File: src/rtl/sine_phase_stepper.sv
// Phase-accumulating quarter-wave sine sample generator; optional PHASE_RESET_ON_CHANGE_EN restarts phase on step change.
// Latency: strobe in cycle N -> sample_ready in cycle N+3, one sample per cycle.
// Backpressure: none; every generate_next strobe yields exactly one sample_ready pulse unless reset intervenes.
module sine_phase_stepper #(
  parameter int STEP_W   = 20,
  parameter int ADDR_W   = 10,
  parameter int SAMPLE_W = 16
) (
  input  logic                clk,
  input  logic                reset_n,
  input  logic [STEP_W-1:0]   step_size,
  input  logic                generate_next,
  output logic [ADDR_W-1:0]   rom_addr,
  input  logic [SAMPLE_W-1:0] rom_data,
  output logic [SAMPLE_W-1:0] sample,
  output logic                sample_ready
);

  localparam int FRAC_W  = STEP_W - ADDR_W;
  localparam int PHASE_W = ADDR_W + 2 + FRAC_W;
  localparam logic [SAMPLE_W-1:0] SMIN = {1'b1, {(SAMPLE_W-1){1'b0}}};
  localparam logic [SAMPLE_W-1:0] SMAX = {1'b0, {(SAMPLE_W-1){1'b1}}};

  typedef struct packed {
    logic vld;
    logic neg;
    logic mute;
  } meta_t;

  logic [PHASE_W-1:0]  phase;
  logic [PHASE_W-1:0]  phase_next;
  logic [PHASE_W-1:0]  step_ext;
  logic [ADDR_W-1:0]   idx_next;
  logic [SAMPLE_W-1:0] neg_data;
  meta_t               meta0;
  meta_t               meta1;

`ifdef PHASE_RESET_ON_CHANGE_EN
  logic [STEP_W-1:0]   last_step;
`endif

  always_comb begin
    step_ext   = {{(PHASE_W-STEP_W){1'b0}}, step_size};
    phase_next = phase + step_ext;
`ifdef PHASE_RESET_ON_CHANGE_EN
    if (step_size != last_step) phase_next = step_ext;
`endif
    // Odd quadrants read the quarter wave backwards.
    idx_next = phase_next[FRAC_W +: ADDR_W];
    if (phase_next[PHASE_W-2]) idx_next = ~idx_next;
  end

  always_comb begin
    neg_data = ~rom_data + {{(SAMPLE_W-1){1'b0}}, 1'b1};
    if (rom_data == SMIN) neg_data = SMAX;
  end

  always_ff @(posedge clk) begin
    if (!reset_n) begin
      phase        <= '0;
      rom_addr     <= '0;
      meta0        <= '0;
      meta1        <= '0;
      sample       <= '0;
      sample_ready <= 1'b0;
`ifdef PHASE_RESET_ON_CHANGE_EN
      last_step    <= '0;
`endif
    end else begin
      meta0.vld <= generate_next;
      if (generate_next) begin
        phase      <= phase_next;
        rom_addr   <= idx_next;
        meta0.neg  <= phase_next[PHASE_W-1];
        meta0.mute <= (step_size == '0);
`ifdef PHASE_RESET_ON_CHANGE_EN
        last_step  <= step_size;
`endif
      end
      meta1 <= meta0;
      sample_ready <= meta1.vld;
      if (meta1.vld) begin
        if (meta1.mute)     sample <= '0;
        else if (meta1.neg) sample <= neg_data;
        else                sample <= rom_data;
      end
    end
  end

endmodule

File: config.mk
export PLATFORM = sky130hd
export DESIGN_NAME = sine_phase_stepper
export DESIGN_NICKNAME = d
export VERILOG_FILES = /design/src/rtl/sine_phase_stepper.sv
export SDC_FILE = /design/constraint.sdc
export NUM_CORES = 1
export LEC_CHECK = 0
export BUFFER_PORTS_ARGS = -buffer_cell sky130_fd_sc_hd__buf_2
export CORE_MARGIN = 1.5
export CORE_UTILIZATION = 30
export DETAILED_ROUTE_END_ITERATION = 7
export PLACE_DENSITY = 0.57
export SYNTH_ARGS = -nofsm -noshare
export SYNTH_HDL_FRONTEND = slang
export SYNTH_SLANG_ARGS = --single-unit
File: constraint.sdc
create_clock -name clk -period 3.1 [get_ports clk]
set_input_delay 0.31 -clock clk [delete_from_list [all_inputs] [get_ports clk]]
set_output_delay 0.31 -clock clk [all_outputs]
set_load 0.1 [all_outputs]
After elaboration in Yosys (flattened, before gate mapping) --
Cells that the tools add are included. W data, S select, Z words.
Word-level totals: register bits after elaboration 55, bits of input ports 39, output and inout bits 27, logic and storage cells 20
Cells by class: add/sub/neg operators 2, equality and inequality tests 1, multiplexer cells 4, bitwise gates (word level) 2, reduce and logical (&&, ||, !) cells 1
Operators by type and width (count):
- $mux W16 | 3
- $add A22 B20 Y22 | 1
- $logic_not A20 Y1 | 1
- $add A16 B1 Y16 const B | 1
- $eq A16 B16 Y1 const B | 1
- $not A16 Y16 | 1
- $mux W10 | 1
- $not A10 Y10 | 1

Depth between registers and ports, before layout --
Gate-level depths: netlist of the first run.
depth after elaboration 5, gate-level depth with buffers 12, mapped depth without buffers 11

Worst setup path after synthesis of the first run --
Ideal clock, no wire load.
path type reg2reg, start register phase[0], end register rom_addr[5], library setup time 0.132 ns, arrival time 2.266 ns, required time 2.968 ns, slack 0.702 ns, stages on the path, launching flop included 13, path buffers 1, clock period less this slack 2.398 ns, cells stage by stage dfxtp_1 > ha_1 > inv_1 > fa_1 > nor2b_1 > o31a_1 > o21ai_2 > a31oi_4 > a41oi_2 > xnor2_2 > buf_6 > xnor2_1 > a21oi_1
Between the ends: longest elaborated chain between the ends 3
RTL lines:
- start: declaration | RTL line 30 | logic [PHASE_W-1:0] phase;
- start signal: assignment | RTL line 72 | phase <= phase_next;
- $add A22 B20 Y22 (*) | RTL line 44 | phase_next = phase + step_ext;
- $not A10 Y10 | RTL line 50 | if (phase_next[PHASE_W-2]) idx_next = ~idx_next;
- $mux W10 (*) | RTL line 50
- end signal: assignment | RTL line 73 | rom_addr <= idx_next;
- end: declaration | RTL line 13 | output logic [ADDR_W-1:0] rom_addr,
Mark *: on every way between the ends. The rest lies on a longest branch, timed or not. A chain may end at the register's enable or synchronous reset.

Final worst setup path of the first run --
start register phase[0], end register rom_addr[7]
Same word-level chain as after synthesis.

==> results.md, run 1 <==
- Status: finished, final reports clean
- Relative slew slack: 66.5%
- WL per Instance: 14.1 um
- Seq pwr share: 33.4%
- Layout cell share with drive strength beyond 1: 20.1%
- Fin util: 35.8%
- Post-CTS setup buffers: 0
- Vias in the first global route: 3038
- Ant. Diodes: 0
- Num CTS Buffers: 5
- Final cell count without fillers: just over 600
- Largest net degree at the start of global routing: 42
- PwrDens: 605 nW/um^2
- Crit Path Category: flop to flop
- Maximum vdd drop: 0.356 mV
- Clock-pin transition on the worst setup and hold timing paths: 0.07 ns
- Hold depth: 3
- Min-Delay Startpoint: reset_n
- CP Data Arrival Time: a little under 3 ns
- TritonRoute pass-1 iters: 4
- Total number of vias: 3151
- Clk buf depth: 2
- Setup TNS: 0 ns
- FF-to-FF Start: phase[0]$_SDFFE_PN0P_
- Cell variety after synth: 62
- Syn Inst Count: ~420
- Post-DRT Antenna Nets: 0
- Avg Vias per Cell: 5.07
- Switching share of power: roughly 41%
- Placer Congestion: 0.878
- Clock latency on the worst-skew pair: between 0.2 and 0.3 ns
- Routed WL: 8.75 mm
- Placeable Area: 11300 sq um
- Max Clock Skew: 0.00218 ns
- Cell Area, Synth: approximately 3500 sq um
- Reg2reg path depth: 12
- Cells after DPL: 613
- Synthesized net count: 482
- Sequential area share after synthesis: 31.2%
- Fraction of registers with async set/reset: 0%
- Flops & latches, synth: 54
- Number of max-cap violations: 0
- Final Hold Viols: 0
- Worst hold path type: primary input to flop
- H-tree levels: 2
- WP data required: 3.31 ns
- DIE AREA: around 12000 sq um
- NumNets Final: 538
- Initial antenna violation count: 0
- P&R area growth vs syn: 17.1%
- Die width: between 100 and 150 um
- Leakage: 1.73 nW
- Unrepaired setup endpoints after global routing: no
- First-pass GRT wire length: 15.0 mm
- Top FF cell, synth: dfxtp_1
- Number of synthesized flops with an enable pin: 0
- Crit share post-route: 86.8%
- NetSw: 0.00100 W
- Internal Power: 0.00145 W
- Comb power frac: between 40% and 50%
- Port bufs: 65
- Slowest CP cell: fa_1
- Total chip power: 0.00246 W
- Achievable Freq: 372 MHz
- Drt initial violations: 213
- Synthesis Warnings: 0
- Most frequent cells in the layout: nor2_1, buf_2, dfxtp_1
- Io pins: 66
- R2R setup slack: 0.41 ns
- CTS resizes: 0
- Die height: 110 um
- Post-DP HPWL: 6.69 mm
- Grt total ovfl: 0
- GR Util All Layers: 14.7%
- Cell breakdown of the critical path: ha_1, inv_1, fa_1, nor2b_1, o31a_1, o21ai_2, a31oi_4, a41oi_2, xnor2_2, buf_4, xnor2_1, a211oi_1
- CP Launch Type: flop
- Post-layout minimum cycle time: roughly 2.7 ns
- Final setup vio count: 0
- CTS Hold Buffers Added: 0
- Placed Area: 3910 sq um
- Worst slew pin tran: 0.490 ns
- Final instance area: slightly above 4000 sq um
- CP endpoint kind: flop
- Slew Viols, Final: 0
- Reg2reg end: rom_addr[7]$_SDFFE_PN0P_
- CTS tree: done
- CTS Root Cell: clkbuf_16
- Clock power frac: a little under a quarter
- CTS Sinks: 54
- Max incr delay on CP: 0.37 ns
- Drc violations: 0
- Initial Util: a little under a third
- Row count: 39
- Avg Cell Area, Syn: 8.23 sq um
- Hold path endpoint: rom_addr[0]$_SDFFE_PN0P_
- Crit path max fanout: 12
==> cells by family after synthesis <==
group	after synthesis	share of synthesized area, %
xor+xnor	35	9.06
simple gates	145	20.4
mux	22	6.43
fa+ha+maj	22	8.16
compound gates	113	21.0
buf+inv	30	3.76
flops	54	31.2
==> synthesized netlist by cell type (all sizes together), types with 3 or more instances <==
cell / count / share of area (%)
nor2b: 5 / 0.90
inv: 9 / 0.98
dfxtp: 54 / 31
nor2: 66 / 7.2
o21ai: 26 / 4.1
and3: 3 / 0.54
clkbuf: 15 / 1.6
nor4: 5 / 0.90
buf: 5 / 1.0
xor2: 12 / 3.0
mux2i: 20 / 5.8
or3: 6 / 1.2
a2111oi: 3 / 0.76
ha: 21 / 7.6
a211oi: 6 / 1.6
or4: 3 / 0.76
and2: 4 / 0.72
nand3: 8 / 1.2
nand2: 20 / 2.2
a21oi: 48 / 7.2
a31oi: 4 / 1.2
xnor2: 23 / 6.0
nor3: 14 / 2.5
nand4: 3 / 0.54
a21o: 8 / 1.7
==> state kept, by name (all words and copies together), names as in the netlist <==
| name | flops |
|---|---|
| meta0 | 2 |
| meta1 | 3 |
| phase | 22 |
| rom_addr | 10 |
| sample | 16 |
| sample_ready | 1 |
==> per-layer routing <==
layer	GRT usage [%]	part of all wire (%)
met1	20.7	50
met2	23.1	43
met3	3.18	5.4
met4	2.91	0.91
met5	0	0
==> worst max-delay path by stage <==
| stage | from | to | slack, ns | cells past startpoint |
|---|---|---|---|---|
| floorplan | phase[0]$_SDFFE_PN0P_ | rom_addr[5]$_SDFFE_PN0P_ | 0.70 | 12 |
| global placement | step_size[0] | rom_addr[7]$_SDFFE_PN0P_ | 0.43 | 13 |
| detailed placement | step_size[0] | rom_addr[7]$_SDFFE_PN0P_ | 0.34 | 13 |
| CTS | phase[0]$_SDFFE_PN0P_ | rom_addr[7]$_SDFFE_PN0P_ | 0.39 | 12 |
| global route | phase[0]$_SDFFE_PN0P_ | rom_addr[7]$_SDFFE_PN0P_ | 0.22 | 12 |
| finish | phase[0]$_SDFFE_PN0P_ | rom_addr[7]$_SDFFE_PN0P_ | 0.41 | 12 |
==> power by group through the flow <==
stage                     Clock (W)  Sequential (W)  Combinational [W]
after detailed placement          0        0.000835            0.00105
after CTS                  0.000599        0.000820            0.00106
final                      0.000578        0.000820            0.00106
after floorplan                   0         0.00107           0.000614
after global placement            0        0.000833            0.00105
after global routing       0.000633        0.000830            0.00115
==> cell type report <==
class                      instances  area [sq um]
fill                            1196          7260
clock inverter                     2          12.5
timing repair buffer              69           355
sequential                        54          1080
multi-input combinational        337          2250
clock buffer                       6           139
inverter                          10          37.5
tap                              143           179
==> stage by stage <==
stage / hold slack [ns] / setup WS [ns]
final: 0.386 / 0.410
after global routing: 0.394 / 0.221
after CTS: 0.377 / 0.390
after detailed placement: 0.425 / 0.335
after global placement: 0.419 / 0.435
after floorplan: 0.412 / 0.702
==> worst max-delay path, delay by kind of cell, from the launching register on <==
family	cells	cell delay [ns]
flip-flops	1	0.33
AO/OA/AOI/OAI	5	0.94
adder cells (fa/ha/maj)	2	0.53
XOR/XNOR	2	0.31
buffers and inverters	2	0.25
AND/OR/NAND/NOR	1	0.24
No activity file was read; power rests on OpenSTA's default activity.
==> run 2: changes to the inputs <==
--- a/config.mk
+++ b/config.mk
@@ -7,9 +7,9 @@
 export LEC_CHECK = 0
 export BUFFER_PORTS_ARGS = -buffer_cell sky130_fd_sc_hd__buf_2
 export CORE_MARGIN = 1.5
-export CORE_UTILIZATION = 30
+export CORE_UTILIZATION = 50
 export DETAILED_ROUTE_END_ITERATION = 7
-export PLACE_DENSITY = 0.57
+export PLACE_DENSITY = 0.82
 export SYNTH_ARGS = -nofsm -noshare
 export SYNTH_HDL_FRONTEND = slang
 export SYNTH_SLANG_ARGS = --single-unit
==> results.md, run 2 (same netlist as run 1, synthesis figures left out) <==
- Status: finished, final reports clean
- Met3 Usage GRT: 4.29%
- Worst hold path type: primary input to flop
- Grt total ovfl: 0
- Slowest CP cell: fa_1
- Clock latency on the worst-skew pair: 0.31 ns
- NumNets Final: between 500 and 600
- Layout cell share with drive strength beyond 1: between 20% and 30%
- Post-CTS setup buffers: 0
- Global route hottest layer: met2
- WP data required: 3.33 ns
- Post-layout minimum cycle time: around 2.8 ns
- GR Util All Layers: 22.7%
- PwrDens: 598 nW/um^2
- Largest net degree at the start of global routing: 42
- Initial Util: 51.3%
- CP Data Arrival Time: just over 3 ns
- Largest register FFs: 22
- Clk buf depth: 2
- Ant. Diodes: 0
- Unrepaired setup endpoints after global routing: no
- Io pins: 66
- Largest regs: phase (22), sample (16), rom_addr (10)
- Slew Viols, Final: 0
- Placer Congestion: 0.929
- Cell breakdown of the critical path: ha_1, inv_1, fa_1, nor2b_1, o31a_1, o21ai_2, a31oi_4, a41oi_2, xnor2_2, buf_4, xnor2_1, a211oi_1
- Met2 usage: 38.7%
- Max incr delay on CP: 0.37 ns
- Avg Vias per Cell: approximately 5.8
- Drc violations: 0
- CTS tree: done
- Die height: 86.2 um
- CTS resizes: 0
- DIE AREA: 7440 sq um
- Total number of vias: between 3000 and 4000
- P&R area growth vs syn: 13.8%
- Maximum vdd drop: 0.295 mV
- Final Hold Viols: 0
- WL per Instance: 14.6 um
- Relative slew slack: 67.1%
- Filler Cell Count: 618
- Worst slew pin tran: a little under 0.5 ns
- Drt initial violations: roughly 130
- CTS Sinks: between 50 and 60
- Leakage: about 1.7 nW
- Die width: 86.2 um
- Crit path max-delay family: compound AO/OA/AOI/OAI gates
- Placeable Area: 6760 sq um
- Final setup vio count: 0
- CTS Root Cell: clkbuf_8
- Most frequent cells in the layout: nor2_1, buf_2, dfxtp_1
- Vias in the first global route: 3070
- Max Clock Skew: 0.00660 ns
- Num CTS Buffers: 5
- Port bufs: 65
- R2R setup slack: 0.31 ns
- TritonRoute pass-1 iters: 4
- Total chip power: about 0.0024 W
- Initial antenna violation count: 0
- Placed Area: 3830 sq um
- Crit share post-route: 90.1%
- Achievable Freq: 358 MHz
- Crit path max fanout: 9
- Buf/Inv on CP: 2
- Biggest register: phase
- Post-DRT Antenna Nets: 0
- First-pass GRT wire length: 13.5 mm
- Routed WL: 8.17 mm
- H-tree levels: 2
- CTS Hold Buffers Added: 0
- Number of max-cap violations: 0
- CP endpoint kind: flop
- Final instance area: 3940 sq um
- CP Launch Type: flop
- Crit Path Category: flop to flop
- Clock-pin transition on the worst setup and hold timing paths: approximately 0.10 ns
- Post-DP HPWL: 6.23 mm
- Fin util: 58.4%
- Setup TNS: 0 ns
- Row count: 30
- Routing usage on met1: 28.3%
[run 2: cell count changes in the layout (fill, tap and decap cells not counted), sizes merged]
cell      delta
inv          +1
clkinvlp     -1
bufinv       +1
clkbuf       -1
[run 2: layout make-up]
cell class	instances	area, sq um	area share (%)
clock buffer	5	68.8	1.74
inverter	10	37.5	0.952
tap	80	100	2.54
multi-input combinational	337	2250	57.1
clock inverter	3	47.5	1.21
timing repair buffer	69	355	9.01
sequential	54	1080	27.4
[run 2: final timing paths]
check,from,endpoint,depth (start not counted)
worst max-delay path,phase[0]$_SDFFE_PN0P_,rom_addr[7]$_SDFFE_PN0P_,12
worst max register to register,phase[0]$_SDFFE_PN0P_,rom_addr[7]$_SDFFE_PN0P_,12
worst min-delay path,reset_n,rom_addr[9]$_SDFFE_PN0P_,3
worst min register to register,meta0[2]$_SDFF_PN0_,meta1[2]$_SDFF_PN0_,1
[run 2: power breakdown]
group          leakage [nW]  internal, W  switching [W]
Combinational          1.21     0.000361       0.000696
Clock                0.0587     0.000245       0.000238
Sequential            0.444     0.000772      0.0000450
Total                  1.72      0.00138       0.000979
[run 2: routing by layer]
metal | vias up | wire length [um] | share of wire [%]
met5 | - | 0 | 0
met4 | 0 | 224 | 2.7
met3 | 20 | 468 | 5.7
met2 | 113 | 3750 | 46
met1 | 1497 | 3720 | 46
li1 | 1616 | - | -
[run 2: worst reg2reg max path, delay by kind of cell, from the launching register on]
family | cells | cell delay, ns
AO/OA/AOI/OAI | 5 | 0.92
adder cells (fa/ha/maj) | 2 | 0.55
XOR/XNOR | 2 | 0.37
flip-flops | 1 | 0.34
buffers and inverters | 2 | 0.30
AND/OR/NAND/NOR | 1 | 0.24
[run 2: metrics by stage]
stage,instances,hold WS (ns),setup WS (ns)
finish,558,0.330,0.307
global route,558,0.331,0.0455
CTS,558,0.318,0.298
detailed placement,550,0.420,0.236
global placement,550,0.413,0.352
floorplan,421,0.412,0.702
==> run 3: changes to the inputs <==
--- a/config.mk
+++ b/config.mk
@@ -7,9 +7,10 @@
 export LEC_CHECK = 0
 export BUFFER_PORTS_ARGS = -buffer_cell sky130_fd_sc_hd__buf_2
 export CORE_MARGIN = 1.5
-export CORE_UTILIZATION = 50
+export CORE_UTILIZATION = 40
+export CTS_CLUSTER_DIAMETER = 60
 export DETAILED_ROUTE_END_ITERATION = 7
-export PLACE_DENSITY = 0.82
+export PLACE_DENSITY = 0.7
 export SYNTH_ARGS = -nofsm -noshare
 export SYNTH_HDL_FRONTEND = slang
 export SYNTH_SLANG_ARGS = --single-unit
==> results.md, run 3 (same netlist as run 1, synthesis figures left out) <==
- WP data required: 3.33 ns
- Relative slew slack: ~64%
- Io pins: 66
- WL per Instance: roughly 14 um
- Setup TNS: 0 ns
- Post-layout minimum cycle time: 2.66 ns
- Vias in the first global route: 3059
- Crit path max-delay family: compound AO/OA/AOI/OAI gates
- Internal Power: 0.00129 W
- Routed WL: 8.28 mm
- H-tree levels: 2
- Ant. Diodes: 0
- Buf/Inv on CP: 2
- Largest net degree at the start of global routing: 42
- Max incr delay on CP: 0.37 ns
- Cell breakdown of the critical path: ha_1, inv_1, fa_1, nor2b_1, o31a_1, o21ai_2, a31oi_4, a41oi_2, xnor2_2, buf_4, xnor2_1, a211oi_1
- CTS resizes: 0
- Final cell count without fillers: 582
- Total number of vias: ~3200
- Achievable Freq: ~380 MHz
- Number of max-cap violations: 0
- Total chip power: roughly 0.0023 W
- Comb power frac: 46.8%
- Max Clock Skew: 0.00828 ns
- Biggest register: phase
- First-pass GRT wire length: between 10 and 15 mm
- Post-DP HPWL: 6.38 mm
- TritonRoute pass-1 iters: 4
- CP endpoint kind: flop
- Die width: 96.1 um
- Clock-pin transition on the worst setup and hold timing paths: 0.10 ns
- Drt initial violations: ~150
- Avg Vias per Cell: about 5.5
- Setup slack after placement: 0.364 ns
- GR Util All Layers: 18.6%
- Initial Util: around two fifths
- Met2 wire length: between 3 and 4 mm
- Clock power frac: 17.0%
- CTS tree: done
- DR WL met3: 582 um
- Placer Congestion: 0.896
- Placeable Area: 8300 sq um
- Initial antenna violation count: 0
- Metal-1 WL: 3.81 mm
- Switching share of power: 43.1%
- Status: finished, final reports clean
- CTS Hold Buffers Added: 0
- Leakage: 1.69 nW
- Crit share post-route: approximately 86%
- CP Launch Type: flop
- Clock latency on the worst-skew pair: 0.31 ns
- Slowest CP cell: fa_1
- Largest register FFs: 22
- Clk buf depth: 2
- Port bufs: 65
- Most frequent cells in the layout: nor2_1, buf_2, dfxtp_1
- CTS Sinks: 54
- Drc violations: 0
- PwrDens: 574 nW/um^2
- NetSw: 0.000975 W
- NumNets Final: 538
- Max Used Layer: met4
- Maximum vdd drop: 0.269 mV
- Fin util: a little under half
- Worst hold path type: primary input to flop
- Post-CTS setup buffers: 0
- Slew Viols, Final: 0
- Largest regs: phase (22), sample (16), rom_addr (10)
- CTS Root Cell: clkbuf_8
- Crit path max fanout: 12
- P&R area growth vs syn: 13.8%
- Layout cell share with drive strength beyond 1: approximately a fifth
- Cells after DPL: approximately 580
- Post-DRT Antenna Nets: 0
- CP Data Arrival Time: 2.89 ns
- DIE AREA: 9230 sq um
- Seq pwr share: a little over a third
- Final setup vio count: 0
- Final Hold Viols: 0
- Die height: roughly 96 um
- Final worst slack: roughly 0.44 ns
- Row count: 33
- Num CTS Buffers: 5
- Grt total ovfl: 0
- Crit Path Category: flop to flop
- Unrepaired setup endpoints after global routing: no
- Worst slew pin tran: 0.531 ns
==> run 3: cell count changes in the layout (fill, tap and decap cells not counted), sizes merged <==
cell,delta
bufinv,-1
inv,-1
clkinvlp,+2
clkinv,-1
==> run 3: per-layer routing <==
| layer | vias to the layer above | track usage, % |
|---|---|---|
| li1 | 1623 | - |
| met1 | 1435 | 24.5 |
| met2 | 127 | 30.1 |
| met3 | 16 | 3.16 |
| met4 | 0 | 7.23 |
| met5 | - | 0 |
==> run 3: per-stage QoR <==
| stage | hold slack, ns | instance area (sq um) |
|---|---|---|
| after floorplan | 0.412 | 3460 |
| after global placement | 0.417 | 3860 |
| after detailed placement | 0.422 | 3860 |
| after CTS | 0.336 | 3940 |
| after global routing | 0.363 | 3940 |
| final | 0.351 | 3940 |
==> run 3: final cells by class <==
class | count | area [sq um]
Timing Repair Buffer | 69 | 355
Clock inverter | 2 | 15.0
Tap cell | 105 | 131
Multi-Input combinational cell | 337 | 2250
Fill cell | 814 | 4360
Clock buffer | 5 | 68.8
Inverter | 10 | 37.5
Sequential cell | 54 | 1080
==> run 3: worst reg2reg max path, stage by stage, from the launching register on <==
cell and delay, ns:
dfxtp_1 0.34, ha_1 0.16, inv_1 0.05, fa_1 0.37
nor2b_1 0.25, o31a_1 0.21, o21ai_2 0.11, a31oi_4 0.21
a41oi_2 0.19, xnor2_2 0.16, buf_4 0.19, xnor2_1 0.14
a211oi_1 0.22
==> run 3: power groups by stage <==
stage / sequential, W / clock (W) / combinational (W)
after floorplan: 0.00107 / 0 / 0.000614
after global placement: 0.000832 / 0 / 0.00103
after detailed placement: 0.000833 / 0 / 0.00105
after CTS: 0.000818 / 0.000412 / 0.00105
after global routing: 0.000828 / 0.000431 / 0.00115
final: 0.000818 / 0.000385 / 0.00106
==> run 3: path summary, 6_finish.rpt <==
path | startpoint | to | slack [ns] | cells after the start
max | phase[0]$_SDFFE_PN0P_ | rom_addr[7]$_SDFFE_PN0P_ | 0.44 | 12
min | reset_n | rom_addr[9]$_SDFFE_PN0P_ | 0.35 | 3
max reg2reg | phase[0]$_SDFFE_PN0P_ | rom_addr[7]$_SDFFE_PN0P_ | 0.44 | 12
min reg2reg | meta0[2]$_SDFF_PN0_ | meta1[2]$_SDFF_PN0_ | 0.44 | 1
